[src/rtl/bank_port_arbiter_pkg.sv]
`default_nettype none
// ============================================================================
// Module      : bank_port_arbiter_pkg
// Description : Shared GEMM package - requester indices, default bank
//               geometry and the bank-select width helper.
// Revision    : 1.0 - initial release
// ============================================================================
package bank_port_arbiter_pkg;

    // Requester indices on the two-requester side of the arbiter
    localparam int REQ_HOST = 0;
    localparam int REQ_GEMM = 1;

    // Default bank geometry
    localparam int DEF_NUM_RAMS = 2;
    localparam int DEF_A_WID    = 10;
    localparam int DEF_D_WID    = 32;

    // Collision counter width
    localparam int CNT_WID = 16;

    // Round-robin pointer: which requester wins the next collision
    typedef enum logic {
        RR_HOST = 1'b0,
        RR_GEMM = 1'b1
    } rr_ptr_e;

    // Bank-select width; a single bank still carries one select bit
    function automatic int bs_width(input int num_rams);
        return (num_rams > 1) ? $clog2(num_rams) : 1;
    endfunction

endpackage
`default_nettype wire

[src/rtl/bank_rr_arb.sv]
`default_nettype none
// ============================================================================
// Module      : bank_rr_arb
// Description : Two-input round-robin arbiter for one bank. A lone request
//               is granted immediately; a collision is resolved by the
//               pointer, which then moves to the losing requester.
// Revision    : 1.0 - initial release
// ============================================================================
module bank_rr_arb
    import bank_port_arbiter_pkg::*;
(
    input  logic       clk,
    input  logic       rst_n,
    input  logic [1:0] req_i,
    output logic [1:0] gnt_o,
    output logic       conflict_o
);

    rr_ptr_e rr_q;
    rr_ptr_e rr_d;

    // Grant selection and pointer update; pointer only moves on a collision
    always_comb begin
        gnt_o      = 2'b00;
        conflict_o = 1'b0;
        rr_d       = rr_q;
        case (req_i)
            2'b01: gnt_o = 2'b01;
            2'b10: gnt_o = 2'b10;
            2'b11: begin
                conflict_o = 1'b1;
                if (rr_q == RR_HOST) begin
                    gnt_o = 2'b01;
                    rr_d  = RR_GEMM;
                end else begin
                    gnt_o = 2'b10;
                    rr_d  = RR_HOST;
                end
            end
            default: gnt_o = 2'b00;
        endcase
    end

    // Pointer register; reset gives the host first priority
    always_ff @(posedge clk or negedge rst_n) begin
        if (!rst_n) begin
            rr_q <= RR_HOST;
        end else begin
            rr_q <= rr_d;
        end
    end

endmodule
`default_nettype wire

[src/rtl/bank_port_arbiter.sv]
`default_nettype none
// ============================================================================
// Module      : bank_port_arbiter
// Description : Shares NUM_RAMS single-port bank ports (port A) between the
//               host bus and the GEMM engine. Per-bank round-robin on
//               collisions, combinational ready, 1-cycle read response.
// Revision    : 1.0 - initial release
// ============================================================================
module bank_port_arbiter
    import bank_port_arbiter_pkg::*;
#(
    parameter  int NUM_RAMS = DEF_NUM_RAMS,
    parameter  int A_WID    = DEF_A_WID,
    parameter  int D_WID    = DEF_D_WID,
    localparam int BS_WID   = bs_width(NUM_RAMS),
    localparam int AD_WID   = BS_WID + A_WID
)
(
    input  logic                      clk,
    input  logic                      rst_n,
    input  logic [1:0]                req_valid_i,
    output logic [1:0]                req_ready_o,
    input  logic [1:0]                req_we_i,
    input  logic [2*AD_WID-1:0]       req_addr_i,
    input  logic [2*D_WID-1:0]        req_wdata_i,
    output logic [1:0]                rsp_valid_o,
    output logic [2*D_WID-1:0]        rsp_rdata_o,
    output logic [NUM_RAMS-1:0]       ena_o,
    output logic [NUM_RAMS-1:0]       wea_o,
    output logic [NUM_RAMS*A_WID-1:0] addra_o,
    output logic [NUM_RAMS*D_WID-1:0] dina_o,
    input  logic [NUM_RAMS*D_WID-1:0] douta_i,
    output logic [CNT_WID-1:0]        conflict_cnt_o
);

    localparam logic [CNT_WID-1:0] C_CNT_MAX = {CNT_WID{1'b1}};

    // Per-requester address split and per-bank arbitration wiring
    logic [BS_WID-1:0] w_bank_sel [2];
    logic [A_WID-1:0]  w_word     [2];
    logic [D_WID-1:0]  w_wdata    [2];
    logic [1:0]        w_bank_req [NUM_RAMS];
    logic [1:0]        w_gnt      [NUM_RAMS];
    logic [NUM_RAMS-1:0] w_conf;
    logic [D_WID-1:0]  w_dout     [NUM_RAMS];

    // Response pipeline and collision counter state
    logic [1:0]        rd_pend_q, rd_pend_d;
    logic [BS_WID-1:0] rd_bank_q [2];
    logic [BS_WID-1:0] rd_bank_d [2];
    logic [D_WID-1:0]  hold_q    [2];
    logic [D_WID-1:0]  hold_d    [2];
    logic [CNT_WID-1:0] cnt_q, cnt_d;

    genvar r, b;

    generate
        for (r = 0; r < 2; r++) begin : g_req_split
            assign w_bank_sel[r] = req_addr_i[r*AD_WID +: BS_WID];
            assign w_word[r]     = req_addr_i[r*AD_WID+BS_WID +: A_WID];
            assign w_wdata[r]    = req_wdata_i[r*D_WID +: D_WID];
        end

        for (b = 0; b < NUM_RAMS; b++) begin : g_bank
            logic w_win;

            // Reset masks requests so nothing is granted while rst_n is low;
            // an out-of-range select never matches any bank.
            assign w_bank_req[b][0] = rst_n & req_valid_i[0]
                                      & (w_bank_sel[0] == BS_WID'(b));
            assign w_bank_req[b][1] = rst_n & req_valid_i[1]
                                      & (w_bank_sel[1] == BS_WID'(b));

            bank_rr_arb u_arb (
                .clk        (clk),
                .rst_n      (rst_n),
                .req_i      (w_bank_req[b]),
                .gnt_o      (w_gnt[b]),
                .conflict_o (w_conf[b])
            );

            assign w_win                     = w_gnt[b][REQ_GEMM];
            assign ena_o[b]                  = |w_gnt[b];
            assign wea_o[b]                  = (|w_gnt[b]) & req_we_i[w_win];
            assign addra_o[b*A_WID +: A_WID] = w_word[w_win];
            assign dina_o[b*D_WID +: D_WID]  = w_wdata[w_win];
            assign w_dout[b]                 = douta_i[b*D_WID +: D_WID];
        end

        for (r = 0; r < 2; r++) begin : g_rsp_out
            // Fresh bank data on the response cycle, otherwise the held word
            assign rsp_rdata_o[r*D_WID +: D_WID] =
                rd_pend_q[r] ? w_dout[rd_bank_q[r]] : hold_q[r];
        end
    endgenerate

    assign rsp_valid_o    = rd_pend_q;
    assign conflict_cnt_o = cnt_q;

    // A requester is ready when any bank granted it this cycle
    always_comb begin
        req_ready_o = 2'b00;
        for (int i = 0; i < NUM_RAMS; i++) begin
            req_ready_o = req_ready_o | w_gnt[i];
        end
    end

    // Next state of the response pipeline and the saturating counter
    always_comb begin
        rd_pend_d = req_valid_i & req_ready_o & ~req_we_i;
        for (int i = 0; i < 2; i++) begin
            rd_bank_d[i] = rd_bank_q[i];
            hold_d[i]    = hold_q[i];
            if (req_valid_i[i] && req_ready_o[i] && !req_we_i[i]) begin
                rd_bank_d[i] = w_bank_sel[i];
            end
            if (rd_pend_q[i]) begin
                hold_d[i] = w_dout[rd_bank_q[i]];
            end
        end
        cnt_d = cnt_q;
        if ((|w_conf) && (cnt_q != C_CNT_MAX)) begin
            cnt_d = cnt_q + 1'b1;
        end
    end

    // State registers; reset also discards a read granted just before it
    always_ff @(posedge clk or negedge rst_n) begin
        if (!rst_n) begin
            rd_pend_q    <= 2'b00;
            rd_bank_q[0] <= '0;
            rd_bank_q[1] <= '0;
            hold_q[0]    <= '0;
            hold_q[1]    <= '0;
            cnt_q        <= '0;
        end else begin
            rd_pend_q    <= rd_pend_d;
            rd_bank_q[0] <= rd_bank_d[0];
            rd_bank_q[1] <= rd_bank_d[1];
            hold_q[0]    <= hold_d[0];
            hold_q[1]    <= hold_d[1];
            cnt_q        <= cnt_d;
        end
    end

endmodule
`default_nettype wire

[config.mk]
export PLATFORM = sky130hd
export DESIGN_NAME = bank_port_arbiter
export DESIGN_NICKNAME = d
export VERILOG_FILES = /design/src/rtl/bank_port_arbiter_pkg.sv /design/src/rtl/bank_rr_arb.sv /design/src/rtl/bank_port_arbiter.sv
export SDC_FILE = /design/constraint.sdc
export NUM_CORES = 1
export LEC_CHECK = 0
export BUFFER_PORTS_ARGS = -buffer_cell sky130_fd_sc_hd__buf_2
export CORE_AREA = 5 5 123 125
export CTS_BUF_LIST = sky130_fd_sc_hd__clkbuf_16
export CTS_CLUSTER_DIAMETER = 30
export DETAILED_ROUTE_END_ITERATION = 7
export DIE_AREA = 0 0 128 130
export GPL_ROUTABILITY_DRIVEN = 0
export PLACE_DENSITY = 0.71
export REMOVE_ABC_BUFFERS = 1
export SLEW_MARGIN = 30
export SYNTH_ARGS = -nofsm -noshare
export SYNTH_HDL_FRONTEND = slang
export SYNTH_SLANG_ARGS = --single-unit
[constraint.sdc]
create_clock -name clk -period 2.21 [get_ports clk]
set_clock_uncertainty 0.2 [all_clocks]
set_input_delay 0.221 -clock clk [delete_from_list [all_inputs] [get_ports clk]]
set_output_delay 0.221 -clock clk [all_outputs]
set_load 0.01 [all_outputs]
# Yosys cells after proc, flatten, opt, wreduce, memory -nomap -nowiden
# Index checks and enable logic that the tools add are counted.
[totals]
register_bits = 86
in_bits = 156
out_inout_bits = 172
wordCells = 82
[op_classes]
n_addsub = 1
n_lt_le_gt_ge = 6
eq_ne = 7
mux = 32
bitwise_logic = 18
reduce_logical = 10
[ops]
columns = ["cell", "n"]
rows = [
  ["two-way mux 32 bit", 14],
  ["two-way mux 10 bit", 6],
  ["adder 16 x 1 -> 16 bit, second input constant", 1],
  ["!= test 16 bit, second input constant", 1],
  ["case mux 2 bit (3 select lines)", 2],
  ["AND 1 bit", 8],
  ["equality test 2 bit, second input constant", 4],
  [">= comparator 2 bit, second input constant", 4],
  ["two-way mux 1 bit", 8],
  ["NOT 1 -> 2 bit", 4],
  ["OR reduction 2 bit", 3],
  ["logical AND 1 bit", 5],
  ["AND 2 bit", 2],
  ["equality test 2 x 1 -> 1 bit, second input constant", 2],
  ["< comparator 1 x 2 -> 1 bit, second input constant", 2],
  ["two-way mux 2 bit", 2],
  ["zero test 1 bit", 2],
  ["NOT 1 bit", 2],
  ["NOT 2 bit", 1],
  ["bitwise OR 2 bit", 1],
]

# Depth between registers and ports, before layout
# Gate-level depths: netlist of run 1.
[depth]
word_depth = 8
mapped_depth = 7
mapped_depth_nobuf = 5

# Cells and area by module
# A second synthesis of run 1 with hierarchy kept.
[hier_totals]
cells_unflattened = 479
area_unflattened_um2 = 5031.1
[modules_own_cells]
columns = ["mod", "instances", "cells_per_inst", "area_each_um2", "seq_area_each_um2"]
rows = [
  ["bank_port_arbiter", 1, 467, 4908.5, 2102.0],
  ["bank_rr_arb", 2, 6, 61.3, 25.0],
]

# Worst setup path before layout of run 1
# No wires, ideal clock.
[synth_path]
path_kind = "flip-flop to flip-flop"
start = "register cnt_q[0] (netlist: conflict_cnt_o[0])"
end = "register cnt_q[10] (netlist: conflict_cnt_o[10])"
setup_ns = 0.125
arrival_time_ns = 1.633
t_required_ns = 1.885
path_slack_ns = 0.253
stages_incl_launch_ff = 6
path_buffers = 0
period_less_slack_ns = 1.957
cell_sequence = "dfrtp_1 ha_1 nand3_1 nor4b_2 nand3_1 mux2_2"
[synth_via]
elab_chain_len = 2
word_cells_on_any_way = 3
cone_classes = "add/sub (1); eq/ne (1); reduce/logical (1)"
[synth_lines]
columns = ["element", "line", "source"]
rows = [
  ["start: declaration", "bank_port_arbiter.sv:53", "logic [CNT_WID-1:0] cnt_q, cnt_d;"],
  ["start signal: assignment", "bank_port_arbiter.sv:142", "cnt_q <= cnt_d;"],
  ["branches (longest 2 deep; another with adder 16 x 1 -> 16 bit)", "--", ""],
]
# Parallel ways; which one is timed is not known.
# A chain may end at the register's enable or synchronous reset.

# Worst setup path in the final report of run 1
[layout_path]
start = "register g_bank[1].u_arb.rr_q"
end = "output dina_o[51]"
[layout_via]
elab_chain_len = 6
[layout_lines]
columns = ["element", "line", "source"]
rows = [
  ["start: declaration", "bank_rr_arb.sv:19", "rr_ptr_e rr_q;"],
  ["start signal: assignment", "bank_rr_arb.sv:49", "rr_q <= rr_d;"],
  ["two-way mux 2 bit", "bank_rr_arb.sv:32", "if (rr_q == RR_HOST) begin"],
  ["case mux 2 bit (3 select lines)", "bank_rr_arb.sv:27", "case (req_i)"],
  ["NOT 1 -> 2 bit (implied by the code)", "bank_port_arbiter.sv:86", "assign dina_o[b*D_WID +: D_WID] = w_wdata[w_win];"],
  ["two-way mux 32 bit (implied by the code) (3 in series)", "bank_port_arbiter.sv:86", ""],
  ["end: declaration", "bank_port_arbiter.sv:31", "output logic [NUM_RAMS*D_WID-1:0] dina_o,"],
]
# Every way passes these cells. The select of a mux whose other input is x is not followed.

==> results of run 1 <==
==> kinds of logic (layout without fill, tap and decap cells) <==
| family | after synthesis | after routing |
|---|---|---|
| AND/OR/NAND/NOR | 241 | 241 |
| multiplexers | 109 | 109 |
| flip-flops | 86 | 86 |
| AO/OA/AOI/OAI | 76 | 76 |
| buffers and inverters | 41 | 372 |
| XOR/XNOR | 16 | 16 |
| adder cells (fa/ha/maj) | 1 | 1 |
| other | 0 | 8 |
==> power by group <==
| group | switching [mW] | internal, mW | leakage (nW) |
|---|---|---|---|
| registers | 0.161 | 1.92 | 0.964 |
| logic | 1.07 | 0.863 | 2.94 |
| clock network | 0.578 | 0.866 | 0.142 |
| total | 1.81 | 3.65 | 4.05 |
==> worst min-delay path, cell delays in order <==
cell and delay, ns:
buf_2 0.10, mux2i_1 0.11, a21oi_1 0.09
==> synth_stat cells (2+ instances only) <==
| cell | number |
|---|---|
| and3_1 | 2 |
| a21oi_1 | 65 |
| dfrtp_1 | 86 |
| xnor2_1 | 4 |
| nand2_1 | 134 |
| clkbuf_1 | 18 |
| nor2_1 | 67 |
| nor4b_2 | 2 |
| o21ai_0 | 5 |
| mux2_2 | 45 |
| nor3_1 | 3 |
| xor2_1 | 11 |
| mux2i_1 | 64 |
| inv_1 | 3 |
| buf_1 | 4 |
| nand3_1 | 11 |
| nor4_1 | 5 |
| nor3b_1 | 3 |
| nand4_1 | 5 |
| buf_2 | 15 |
==> flip-flops by register name, indices dropped and copies added, names as in the netlist <==
| register | count |
|---|---|
| conflict_cnt_o | 16 |
| g_bank.u_arb.rr_q | 2 |
| hold_q | 64 |
| rd_bank_q | 2 |
| rsp_valid_o | 2 |
==> metal layers <==
| layer | part of all wire | vias up | GRT usage |
|---|---|---|---|
| li1 | - | 2610 | - |
| met1 | 0.37 | 2431 | 0.235 |
| met2 | 0.49 | 257 | 0.347 |
| met3 | 0.092 | 50 | 0.0651 |
| met4 | 0.049 | 0 | 0.114 |
| met5 | 0 | - | 0 |
==> cell type report <==
class | instances | area share
multi-input cells | 443 | 0.371
flip-flops and latches | 86 | 0.288
repair buffers | 354 | 0.269
clock buffers | 9 | 0.0301
well taps | 180 | 0.0301
clock inverters | 6 | 0.00819
diodes | 8 | 0.00267
inverters | 3 | 0.00150
==> repair_timing <==
item / in CTS / in global routing
setup endpoints to repair: 0 / 65
hold buffers: 4 / 0
setup buffers: 0 / 4
endpoints found under the hold margin: 67 / 0
resized for setup: 0 / 1
==> through the flow <==
step / utilization / area (um2) / TNS (ns)
global route: 0.544 / 7490 / -0.0170
floorplan: - / 4920 / -71.54
detailed placement: 0.509 / 7010 / 0
global placement: 0.509 / 7010 / 0
CTS: 0.533 / 7340 / 0
finish: 0.544 / 7490 / 0
==> final timing paths <==
path	cells past startpoint	slack (ns)	endpoint
worst max-delay path	5	0.06	dina_o[51]
worst min-delay path	3	0.04	hold_q[21]
worst max register to register	6	0.24	conflict_cnt_o[5]
worst min register to register	1	0.29	conflict_cnt_o[15]
max in group asynchronous	3	0.55	hold_q[47]
min in group asynchronous	2	0.23	g_bank[0].u_arb.rr_q
==> results.sh, run 1 <==
export IMPL_register_area_um2=2160
export IMPL_die_x_um=128
export IMPL_crit_buf_inv=3
export IMPL_setup_worst_path_start="g_bank[1].u_arb.rr_q"
export IMPL_synth_xor_area_frac=0.0290
export IMPL_min_period_ns=2.15
export IMPL_cts_clk_slew_worst_paths_ns=0.06
export IMPL_antenna_found_initial=8
export IMPL_post_route_period_util=0.973
export IMPL_place_inst=1054
export IMPL_overflow=0
export IMPL_cts_root_buf="clkbuf_16"
export IMPL_die_area_um2=16600
export IMPL_max_stage_delay_ns=0.44
export IMPL_ys_types=38
export IMPL_vdd_drop_max_v=0.000320
export IMPL_avgSynthCellArea_um2=8.92
export IMPL_layout_common_cells="buf_2 (326), nand2_1 (134), dfrtp_1 (81)"
export IMPL_clockBufferDepth=2
export IMPL_worst_pin_slew_ns=0.688
export IMPL_final_common_cell="buf_2"
export IMPL_initial_core_util=0.369
export IMPL_die_h_um=130
export IMPL_crit_top_cell="buf_4"
export IMPL_setup_viol=0
export IMPL_cts_sinks=86
export IMPL_worst_setup_path_start_kind="flop"
export IMPL_numCtsBuffers=9
export IMPL_synth_area_um2=5080
export IMPL_areaGrowthSynthToFinish_pct=47.3
export IMPL_vias_per_cell=4.91
export IMPL_synth_compound_gate_area_share=0.0795
export IMPL_drive_above_1_share=0.472
export IMPL_synthAdderAreaFrac=0.00246
export IMPL_cts_tree="yes"
export IMPL_whs_ns=0.0421
export IMPL_drv_slew=0
export IMPL_ys_seq_area_frac=0.423
export IMPL_grt_max_degree=79
export IMPL_firstDrtPassIters=4
export IMPL_clock_latency_ns=0.33
export IMPL_cp_top_family="buffers and inverters"
export IMPL_min_path_type="in -> reg"
export IMPL_drt_wl_total_mm=18.6
export IMPL_power_mw=5.46
export IMPL_core_um2=13800
export IMPL_fin_nets=1054
export IMPL_synth_top_area_cell="dfrtp_1"
export IMPL_worst_slack_ns=0.0607
export IMPL_synth_simple_area_share=0.205
export IMPL_ant_nets=0
export IMPL_stdcell_count=1089
export IMPL_maxClockFrequency_mhz=465
export IMPL_drv_cap=0
export IMPL_ios=328
export IMPL_outcome="completed"
export IMPL_crit_fanout=11
export IMPL_yosys_warnings=0
export IMPL_postSynthCellCount=570
export IMPL_arrival_ns=1.73
export IMPL_track_usage=0.207
export IMPL_min_from="douta_i[21]"
export IMPL_pre_cts_ws_ns=0.179
export IMPL_synth_top_family_by_area="multiplexers"
export IMPL_wl_per_cell_um=17.1
export IMPL_multi_input_area_um2=2780
export IMPL_synth_mux_area_frac=0.226
export IMPL_h_tree_depth=3
export IMPL_ys_async_sr_fraction=1.00
export IMPL_ys_flop_type="dfrtp_1"
export IMPL_endpoint_kind="primary output"
export IMPL_slowest_stage="dfrtp_2"
export IMPL_r2r_start="conflict_cnt_o[0]"
export IMPL_worstPathRequired_ns=1.79
export IMPL_leakagePower_nw=4.05
export IMPL_powerDensity_nw_per_um2=729
export IMPL_drt_iter0_markers=175
export IMPL_slew_headroom=0.541
export IMPL_grt_pass1_wl_mm=27.1
export IMPL_ys_seq_elements=86
export IMPL_first_global_vias=5316
export IMPL_place_hpwl_mm=14.4
export IMPL_synth_edf_count=0
export IMPL_synth_area_leaders="dfrtp_1 (42%), mux2i_1 (13%), mux2_2 (10%), nand2_1 (9.9%), a21oi_1 (6.4%)"
export IMPL_num_vias=5348
export IMPL_yosys_area_top_type_share=0.423
export IMPL_drc=0
export IMPL_path_cells="o21bai_4 > buf_4 > buf_4 > mux2_2 > buf_2"
export IMPL_fillers=1331
export IMPL_hold_viol_final=0
export IMPL_io_buffer_count=327
export IMPL_rows=43
export IMPL_path_class="reg -> out"
Power figures use the tool's default switching activity.
==> run 2: changes to the inputs <==
--- a/config.mk
+++ b/config.mk
@@ -12,7 +12,7 @@
 export DETAILED_ROUTE_END_ITERATION = 7
 export DIE_AREA = 0 0 128 130
 export GPL_ROUTABILITY_DRIVEN = 0
-export PLACE_DENSITY = 0.71
+export PLACE_DENSITY_LB_ADDON = 0.08
 export REMOVE_ABC_BUFFERS = 1
 export SLEW_MARGIN = 30
 export SYNTH_ARGS = -nofsm -noshare
==> run 2 against run 1 <==
  * Clock power barely moved
  * Sequential cell count did not move
  * Die area did not move
  * Largest power group unchanged
  * Power rose by 1.4%
  * Final cell count did not move
  * Fmax rose by 0.60%
  * Utilization rose by 0.48 points
  * Register-to-register slack got worse by 0.09 ns
  * Worst setup slack improved by 0.013 ns
  * Critical path depth did not move
  * Via count rose by 1.1%
  * Sequential power barely moved
==> results.sh, run 2 (synthesis gave the netlist of run 1 again) <==
export IMPL_grt_pass1_wl_mm=27.2
export IMPL_layout_common_cells="buf_2 (326), nand2_1 (134), dfrtp_1 (80)"
export IMPL_fillers=1317
export IMPL_grt_max_degree=86
export IMPL_setup_tns_ns=0
export IMPL_r2r_start="g_bank[1].u_arb.rr_q"
export IMPL_clockBufferDepth=2
export IMPL_path_class="reg -> out"
export IMPL_min_path_type="in -> reg"
export IMPL_cts_tree="yes"
export IMPL_crit_buf_inv=3
export IMPL_place_inst=1056
export IMPL_largest_reg_flops=64
export IMPL_ios=328
export IMPL_setup_viol=0
export IMPL_reg2reg_depth=5
export IMPL_outcome="completed"
export IMPL_areaGrowthSynthToFinish_pct=48.6
export IMPL_regMostFlops="hold_q"
export IMPL_vdd_drop_max_v=0.000360
export IMPL_rows=43
export IMPL_core_um2=13800
export IMPL_place_hpwl_mm=14.3
export IMPL_hold_viol_final=0
export IMPL_cts_clk_slew_worst_paths_ns=0.07
export IMPL_crit_path_end="dina_o[51]"
export IMPL_die_x_um=128
export IMPL_regToRegEndpoint="rd_bank_q[1]"
export IMPL_cts_sinks=86
export IMPL_powerDensity_nw_per_um2=733
export IMPL_fin_area_um2=7550
export IMPL_overflow=0
export IMPL_drv_cap=0
export IMPL_path_cells="o21bai_4 > buf_12 > buf_6 > mux2_2 > buf_2"
export IMPL_crit_fanout=8
export IMPL_cp_depth=5
export IMPL_endpoint_kind="primary output"
export IMPL_rsz0062_at_grt="no"
export IMPL_worst_pin_slew_ns=0.772
export IMPL_drc=0
export IMPL_stdcell_count=1089
export IMPL_drt_wl_total_mm=18.7
export IMPL_max_stage_delay_ns=0.43
export IMPL_fin_nets=1059
export IMPL_worst_setup_path_start_kind="flop"
export IMPL_multi_input_area_um2=2770
export IMPL_drt_iter0_markers=208
export IMPL_die_h_um=130
export IMPL_register_area_um2=2160
export IMPL_arrival_ns=1.72
export IMPL_leakagePower_nw=4.09
export IMPL_track_usage=0.204
export IMPL_numCtsBuffers=9
export IMPL_ant_nets=0
export IMPL_slowest_stage="dfrtp_2"
export IMPL_wl_per_cell_um=17.1
export IMPL_power_mw=5.54
export IMPL_drive_above_1_share=0.472
export IMPL_drv_slew=0
export IMPL_cp_top_family="buffers and inverters"
export IMPL_die_area_um2=16600
export IMPL_min_period_ns=2.14
export IMPL_slew_headroom=0.485
export IMPL_r2r_setup_slack_ns=0.15
export IMPL_io_buffer_count=327
export IMPL_placed_area_um2=7040
export IMPL_vias_per_cell=4.97
export IMPL_firstDrtPassIters=4
export IMPL_clock_latency_ns=0.32
export IMPL_initial_core_util=0.369
export IMPL_antenna_found_initial=5
export IMPL_first_global_vias=5385
export IMPL_maxClockFrequency_mhz=468
export IMPL_final_common_cell="buf_2"
export IMPL_cts_root_buf="clkbuf_16"
export IMPL_setup_worst_path_start="g_bank[1].u_arb.rr_q"
export IMPL_post_route_period_util=0.967
export IMPL_h_tree_depth=3
export IMPL_worstPathRequired_ns=1.79
export IMPL_num_vias=5407
## run 2: cell count changes in the layout (fill, tap and decap cells not counted), sizes merged
cell | previous run | this run
buf | 347 | 351
clkbuf | 12 | 13
clkinvlp | 1 | 0
diode | 8 | 3
inv | 4 | 5
## run 2: how the worst min path moves through the flow
stage / from / to / slack [ns] / cells past startpoint
floorplan: rst_n / conflict_cnt_o[0] / -0.27 / 0
global placement: rst_n / g_bank[0].u_arb.rr_q / -0.17 / 1
detailed placement: rst_n / g_bank[0].u_arb.rr_q / -0.17 / 1
CTS: douta_i[1] / hold_q[33] / 0.02 / 3
global route: douta_i[3] / hold_q[3] / 0.04 / 3
finish: douta_i[30] / hold_q[62] / 0.03 / 3
## run 2: area by class of cell
type                            count  area share
Timing Repair Buffer              359       0.277
Clock inverter                      6     0.00745
Sequential cell                    86       0.286
Antenna cell                        3    0.000994
Clock buffer                        9      0.0298
Tap cell                          180      0.0298
Multi-Input combinational cell    443       0.367
Inverter                            3     0.00149
## run 2: power by group
group	switching, mW	internal (mW)	leakage (nW)	total (mW)
logic	1.09	0.896	2.98	1.99
registers	0.180	1.92	0.963	2.10
clock network	0.587	0.859	0.148	1.45
## run 2: routing by layer
| layer | vias up | wire [um] | part of all wire | GRT usage |
|---|---|---|---|---|
| met1 | 2509 | 7170 | 0.38 | 0.240 |
| met4 | 4 | 450 | 0.024 | 0.0712 |
| met2 | 241 | 9400 | 0.50 | 0.352 |
| met3 | 32 | 1620 | 0.087 | 0.0639 |
| li1 | 2621 | - | - | - |
| met5 | - | 25 | 0.0013 | 0 |
## run 2: worst register-to-register path, stage by stage, from the launching register on
cell	delay, ns
dfrtp_2	0.43
buf_4	0.15
and3_1	0.17
o21ai_0	0.23
nor3b_1	0.38
mux2_2	0.39
## run 2: timing repair
item,4_1_cts,5_1_grt
hold endpoints to repair,89,0
buffers inserted,0,6
resized for setup,0,3
gates cloned,0,5
pin swaps,1,2
endpoints found under the setup margin,2,37
hold buffers,4,0
## run 2: metrics by stage
stage                util  setup slack (ns)  hold WS (ns)
global placement    0.511             0.277        -0.173
finish              0.549            0.0735        0.0325
detailed placement  0.511             0.231        -0.166
CTS                 0.534            0.0241        0.0205
floorplan               -             -1.20        -0.275
global route        0.549           0.00565        0.0388
